<file path="config.mk">
export PLATFORM = sky130hd
export DESIGN_NAME = spi_frame_assembler_flat
export DESIGN_NICKNAME = d
export VERILOG_FILES = /design/src/rtl/spi_frame_assembler_if.sv /design/src/rtl/spi_frame_assembler.sv /design/src/flat_wrapper.sv
export SDC_FILE = /design/constraint.sdc
export NUM_CORES = 1
export LEC_CHECK = 0
export ABC_AREA = 0
export BUFFER_PORTS_ARGS = -buffer_cell sky130_fd_sc_hd__buf_2
export CAP_MARGIN = 20
export CORE_MARGIN = 4
export CORE_UTILIZATION = 45
export DETAILED_ROUTE_END_ITERATION = 7
export GPL_ROUTABILITY_DRIVEN = 1
export PLACE_DENSITY = 0.67
export SLEW_MARGIN = 20
export SYNTH_ARGS = -nofsm -noshare
export SYNTH_HDL_FRONTEND = slang
export SYNTH_SLANG_ARGS = --single-unit
</file>
<file path="constraint.sdc">
create_clock -name clk -period 5.25 [get_ports clk]
set_input_delay 0.525 -clock clk [delete_from_list [all_inputs] [get_ports clk]]
set_output_delay 0.525 -clock clk [all_outputs]
set_load 0.1 [all_outputs]
</file>
<file path="src/rtl/spi_frame_assembler_if.sv">
// Byte-in / frame-out bundle between the SPI slave byte layer and the frame assembler.
// The master side drives received bytes; the slave side (assembler) returns frames and status.
interface spi_frame_assembler_if #(
  parameter int OUT_W = 14
);
  logic [7:0]       rx_data;
  logic             done;
  logic             ss_n;
  logic [OUT_W-1:0] frame_data;
  logic             frame_valid;
  logic             frame_err;
  logic [7:0]       err_cnt;
  logic [2:0]       byte_idx;

  modport master (
    output rx_data, done, ss_n,
    input  frame_data, frame_valid, frame_err, err_cnt, byte_idx
  );

  modport slave (
    input  rx_data, done, ss_n,
    output frame_data, frame_valid, frame_err, err_cnt, byte_idx
  );
endinterface

</file>
<file path="src/rtl/spi_frame_assembler.sv">
// Assembles NUM_BYTES SPI bytes per slave-select window into a held OUT_W-bit frame word.
// Byte order is MSB-first unless SPI_FRAME_LSB_FIRST_EN is defined (then LSB-first).
module spi_frame_assembler #(
  parameter int NUM_BYTES = 2,
  parameter int OUT_W     = 14
) (
  input logic                 clk,
  input logic                 reset,
  spi_frame_assembler_if.slave bus
);

  localparam int          SW   = NUM_BYTES * 8;
  localparam logic [2:0]  LAST = 3'(NUM_BYTES - 1);

  typedef enum logic {IDLE, COLLECT} state_t;

  state_t           state_q, state_d;
  logic             ss_n_q;
  logic [2:0]       byte_idx_q, byte_idx_d;
  logic [SW-1:0]    shreg_q, shreg_d;
  logic [OUT_W-1:0] frame_data_q, frame_data_d;
  logic             frame_valid_q, frame_valid_d;
  logic             frame_err_q, frame_err_d;
  logic [7:0]       err_cnt_q, err_cnt_d;
  logic [SW-1:0]    asm_w;
  logic             sel_edge, rel_edge;

  // Byte slot inside the frame register for the byte with index idx.
  function automatic logic [2:0] byte_pos(input logic [2:0] idx);
`ifdef SPI_FRAME_LSB_FIRST_EN
    return idx;
`else
    return LAST - idx;
`endif
  endfunction

  assign sel_edge = ~bus.ss_n & ss_n_q;
  assign rel_edge = bus.ss_n & ~ss_n_q;

  always_comb begin
    state_d       = state_q;
    byte_idx_d    = byte_idx_q;
    shreg_d       = shreg_q;
    frame_data_d  = frame_data_q;
    frame_valid_d = 1'b0;
    frame_err_d   = 1'b0;
    err_cnt_d     = err_cnt_q;
    asm_w         = shreg_q;
    case (state_q)
      IDLE: begin
        if (sel_edge) begin
          byte_idx_d = 3'd0;
          shreg_d    = '0;
          state_d    = COLLECT;
        end
      end
      COLLECT: begin
        if (sel_edge) begin
          byte_idx_d = 3'd0;
          shreg_d    = '0;
        end else begin
          if (bus.done) begin
            asm_w = shreg_q | (SW'(bus.rx_data) << {byte_pos(byte_idx_q), 3'b000});
            if (byte_idx_q == LAST) begin
              frame_data_d  = OUT_W'(asm_w);
              frame_valid_d = 1'b1;
              byte_idx_d    = 3'd0;
              shreg_d       = '0;
            end else begin
              byte_idx_d = byte_idx_q + 3'd1;
              shreg_d    = asm_w;
            end
          end
          // Abort decision uses the index after any same-cycle byte has been counted.
          if (rel_edge) begin
            state_d = IDLE;
            if (byte_idx_d != 3'd0) begin
              frame_err_d = 1'b1;
              if (err_cnt_q != 8'hFF) err_cnt_d = err_cnt_q + 8'd1;
              byte_idx_d = 3'd0;
              shreg_d    = '0;
            end
          end
        end
      end
      default: state_d = IDLE;
    endcase
  end

  always_ff @(posedge clk or posedge reset) begin
    if (reset) begin
      state_q       <= IDLE;
      ss_n_q        <= 1'b1;
      byte_idx_q    <= 3'd0;
      shreg_q       <= '0;
      frame_data_q  <= '0;
      frame_valid_q <= 1'b0;
      frame_err_q   <= 1'b0;
      err_cnt_q     <= 8'd0;
    end else begin
      state_q       <= state_d;
      ss_n_q        <= bus.ss_n;
      byte_idx_q    <= byte_idx_d;
      shreg_q       <= shreg_d;
      frame_data_q  <= frame_data_d;
      frame_valid_q <= frame_valid_d;
      frame_err_q   <= frame_err_d;
      err_cnt_q     <= err_cnt_d;
    end
  end

  assign bus.frame_data  = frame_data_q;
  assign bus.frame_valid = frame_valid_q;
  assign bus.frame_err   = frame_err_q;
  assign bus.err_cnt     = err_cnt_q;
  assign bus.byte_idx    = byte_idx_q;

endmodule
</file>
<file path="src/flat_wrapper.sv">
// flat-port wrapper written by rule: the top's interface ports become plain ports
module spi_frame_assembler_flat 
#(
  parameter int NUM_BYTES = 2,
  parameter int OUT_W     = 14
)
  (clk, reset, bus_rx_data, bus_done, bus_ss_n, bus_frame_data, bus_frame_valid, bus_frame_err, bus_err_cnt, bus_byte_idx);
  spi_frame_assembler_if #(.OUT_W(OUT_W)) bus_i ();
  input logic clk;
  input logic reset;
  input wire logic [$bits(bus_i.rx_data)-1:0] bus_rx_data;
  input wire logic [$bits(bus_i.done)-1:0] bus_done;
  input wire logic [$bits(bus_i.ss_n)-1:0] bus_ss_n;
  output wire logic [$bits(bus_i.frame_data)-1:0] bus_frame_data;
  output wire logic [$bits(bus_i.frame_valid)-1:0] bus_frame_valid;
  output wire logic [$bits(bus_i.frame_err)-1:0] bus_frame_err;
  output wire logic [$bits(bus_i.err_cnt)-1:0] bus_err_cnt;
  output wire logic [$bits(bus_i.byte_idx)-1:0] bus_byte_idx;
  assign bus_i.rx_data = bus_rx_data;
  assign bus_i.done = bus_done;
  assign bus_i.ss_n = bus_ss_n;
  assign bus_frame_data = bus_i.frame_data;
  assign bus_frame_valid = bus_i.frame_valid;
  assign bus_frame_err = bus_i.frame_err;
  assign bus_err_cnt = bus_i.err_cnt;
  assign bus_byte_idx = bus_i.byte_idx;
  spi_frame_assembler #(.NUM_BYTES(NUM_BYTES), .OUT_W(OUT_W)) u_core (.clk(clk), .reset(reset), .bus(bus_i));
endmodule
</file>
==> impl_metrics.csv <==
group,metric,value,unit
run_status,status,"completed",
critical_path,critical_path.endpoint_type,"register",
logic_synthesis,post_synth_main_area_contributors,"sky130_fd_sc_hd__dfrtp_1 53%, sky130_fd_sc_hd__nor2_1 7.8%, sky130_fd_sc_hd__a21oi_1 5.1%",
finish,regArea,0.00108,mm2
logic_synthesis,syn_nets,209,
floorplanning,design.die.area,0.00551,mm2
timing,max-slew-margin-rel,0.510,
logic_synthesis,synth_enable_flop_cells,0,
floorplanning,die-width,74.3,um
floorplanning,initial_core_util,0.480,
clock_tree,tritoncts.num_buffers,5,
finish,final_layout_size_suffix_gt1_frac,0.248,
timing,rsz0062_at_grt,"false",
critical_path,worstSetupPathType,"reg -> reg",
finish,num-fill-cells,373,
global_route,antenna_found_initial,0,
logic_synthesis,synth.ff_latch_count,43,
logic_synthesis,post_synth.cell_area_avg,10.2,um2
global_route,number_of_global_route_vias_before_repair,1543,
clock_tree,tritoncts_sinks,43,
clock_tree,postCtsSetupBuffers,0,
route,antenna_left,0,
logic_synthesis,yosys_warnings,0,
timing,min_period,2.57,ns
clock_tree,clk_pin_slew_worst_paths,0.08,ns
floorplanning,die-height,74.3,um
place,place.detailed.instances,280,
logic_synthesis,post-synth-top-area-cell,"sky130_fd_sc_hd__dfrtp_1",
timing,timing.final.hold_violations,0,
logic_synthesis,synthArstFlopShare,1.00,
pwr,irDropWorstVdd,0.000438,V
place,place.gp.congestion,0.868,
floorplanning,core-area,0.00412,mm2
route,initialDrtViolationCount,129,
timing,setup_viol_count_final,0,
clock_tree,cts_max_path_buffers,2,
timing,setup-tns-final,0,ns
timing,worstMarginPinSlew,0.732,ns
clock_tree,ctsHtreeMaxLevel,2,
route,wl_per_cell,14.1,um
place,portBuffers,38,
global_route,grt_max_degree,44,
logic_synthesis,seq_area_frac_synth,0.545,
timing,timing_limited_maximum_frequency,388,MHz
clock_tree,worst_skew_pair_latency,0.29,ns
clock_tree,cts_tree,"yes",
timing,finalCritPeriodShare,0.490,
logic_synthesis,synth.cell_area,0.00198,mm2
route,drt_drc_violations_left,0,
critical_path,cp.required,5.45,ns
logic_synthesis,synthFlopType,"sky130_fd_sc_hd__dfrtp_1",
clock_tree,cts_hold_buf,0,
finish,antenna_cells,0,
min_path,hold_path_class,"in -> async",
finish,finish.net_count,252,
global_route,grt_remaining_overflow,0,
pwr,power_leakage,1.11,nW
route,overall_routed_net_length,4060,um
timing,fin_skew,0.00869,ns
finish,area_growth,16.1,%
global_route,grt.total_usage,0.161,
route,vias_per_cell,5.43,
global_route,grt_pass1_wl,6920,um
floorplanning,top_level_ports,39,
logic_synthesis,yosysMostFrequentCell,"sky130_fd_sc_hd__dfrtp_1",
timing,fin_worst_hold_slack,0.352,ns
route,via_count,1564,
route,first_pass_iters,4,
place,dp.final_hpwl,2920,um
pwr,p_total,0.00138,W
logic_synthesis,synth_largest_type_area_fraction,0.532,
clock_tree,root_buffer,"sky130_fd_sc_hd__clkbuf_8",
finish,layoutNonFillerInstCount,288,
critical_path,timing.critical_path.arrival,2.78,ns
logic_synthesis,synth_cells,194,
logic_synthesis,synth_commonest_cells,"42 x sky130_fd_sc_hd__dfrtp_1, 41 x sky130_fd_sc_hd__nor2_1, 20 x sky130_fd_sc_hd__a21oi_1",
flow_run,max_cap_violations,0,
logic_synthesis,ys_types,36,
critical_path,critPathLaunchType,"register",
critical_path,crit_path_max_fanout,17,
finish,multi_input_area,833,um2
clock_tree,cts_resized,0,
floorplanning,num_rows,23,
pwr,p_per_area,601,mW/mm2
timing,final_max_slew_viols,0,
==> cell families after synthesis <==
family / count (synthesis) / share of synthesized area
and+or+nand+nor: 83 / 0.201
AOI/OAI and AO/OA: 40 / 0.136
muxes: 6 / 0.0342
adders and majority gates: 3 / 0.0190
buffers and inverters: 12 / 0.0329
DFF: 43 / 0.545
xor gates and xnor gates: 7 / 0.0310
==> state kept, by name, indices dropped and copies added, names as in the netlist <==
signal,cells
u_core.bus.byte_idx,3
u_core.ss_n_q,1
u_core.bus.frame_data,14
u_core.bus.err_cnt,8
u_core.state_q,1
u_core.shreg_q,14
u_core.bus.frame_valid,1
u_core.bus.frame_err,1
==> per-stage QoR <==
| stage | setup slack [ns] | utilization | instance area [um2] |
|---|---|---|---|
| final | 2.68 | 0.557 | 2290 |
| after global routing | 2.44 | 0.557 | 2290 |
| after CTS | 2.70 | 0.557 | 2290 |
| after detailed placement | 2.73 | 0.537 | 2210 |
| after global placement | 2.78 | 0.537 | 2210 |
| after floorplan | 2.49 | - | 1980 |
==> metal layers <==
metal	GRT usage	vias to the layer above	wire, um
met5	0	-	0
li1	-	770	-
met3	0.0297	5	229
met2	0.250	42	1860
met4	0.0534	0	39
met1	0.228	747	1930
==> cell type report <==
class                           instances  area share
Clock buffer                            6      0.0316
Clock inverter                          2     0.00546
Inverter                                8      0.0131
Multi-Input combinational cell        139       0.363
Sequential cell                        43       0.470
Tap cell                               50      0.0273
Timing Repair Buffer                   40      0.0895
==> report_power, final <==
group	internal, W	switching [W]	leakage, nW	total, W
Sequential	0.000402	0.0000557	0.562	0.000458
Clock	0.0000929	0.000107	0.0412	0.000200
Combinational	0.000116	0.000604	0.507	0.000720
Total	0.000611	0.000767	1.11	0.00138
==> worst paths after layout <==
path | end | from | cells past startpoint | slack (ns)
worst min register to register | u_core.bus.err_cnt[6] | u_core.bus.err_cnt[6] | 1 | 0.50
worst max-delay path | u_core.shreg_q[11] | u_core.bus.byte_idx[1] | 7 | 2.68
worst min-delay path | u_core.bus.frame_data[10] | reset | 3 | 0.35
worst max register to register | u_core.shreg_q[11] | u_core.bus.byte_idx[1] | 7 | 2.68
max in group asynchronous | u_core.ss_n_q | reset | 3 | 4.52
min in group clk | u_core.ss_n_q | bus_ss_n | 1 | 0.36
==> critical path, stage by stage (launching register included) <==
cell and delay (ns):
sky130_fd_sc_hd__dfrtp_1 0.42, sky130_fd_sc_hd__inv_1 0.11, sky130_fd_sc_hd__ha_1 0.29, sky130_fd_sc_hd__nand2_1 0.19
sky130_fd_sc_hd__a21boi_2 0.23, sky130_fd_sc_hd__o31ai_4 0.62, sky130_fd_sc_hd__o221ai_2 0.38, sky130_fd_sc_hd__a21oi_1 0.25
==> cell usage in the layout (no fill, tap or decap), types with 4 or more instances in the layout <==
master and count:
sky130_fd_sc_hd__xor2_1 5, sky130_fd_sc_hd__a21oi_1 20, sky130_fd_sc_hd__buf_2 38, sky130_fd_sc_hd__nand2_1 12, sky130_fd_sc_hd__o21ai_0 4, sky130_fd_sc_hd__a41oi_1 4, sky130_fd_sc_hd__nand3_1 4, sky130_fd_sc_hd__nor2_1 41
sky130_fd_sc_hd__mux2_2 6, sky130_fd_sc_hd__clkbuf_8 5, sky130_fd_sc_hd__inv_1 8, sky130_fd_sc_hd__nand4_1 4, sky130_fd_sc_hd__dfrtp_1 42, sky130_fd_sc_hd__a31oi_1 5
Power figures use the tool's default switching activity.
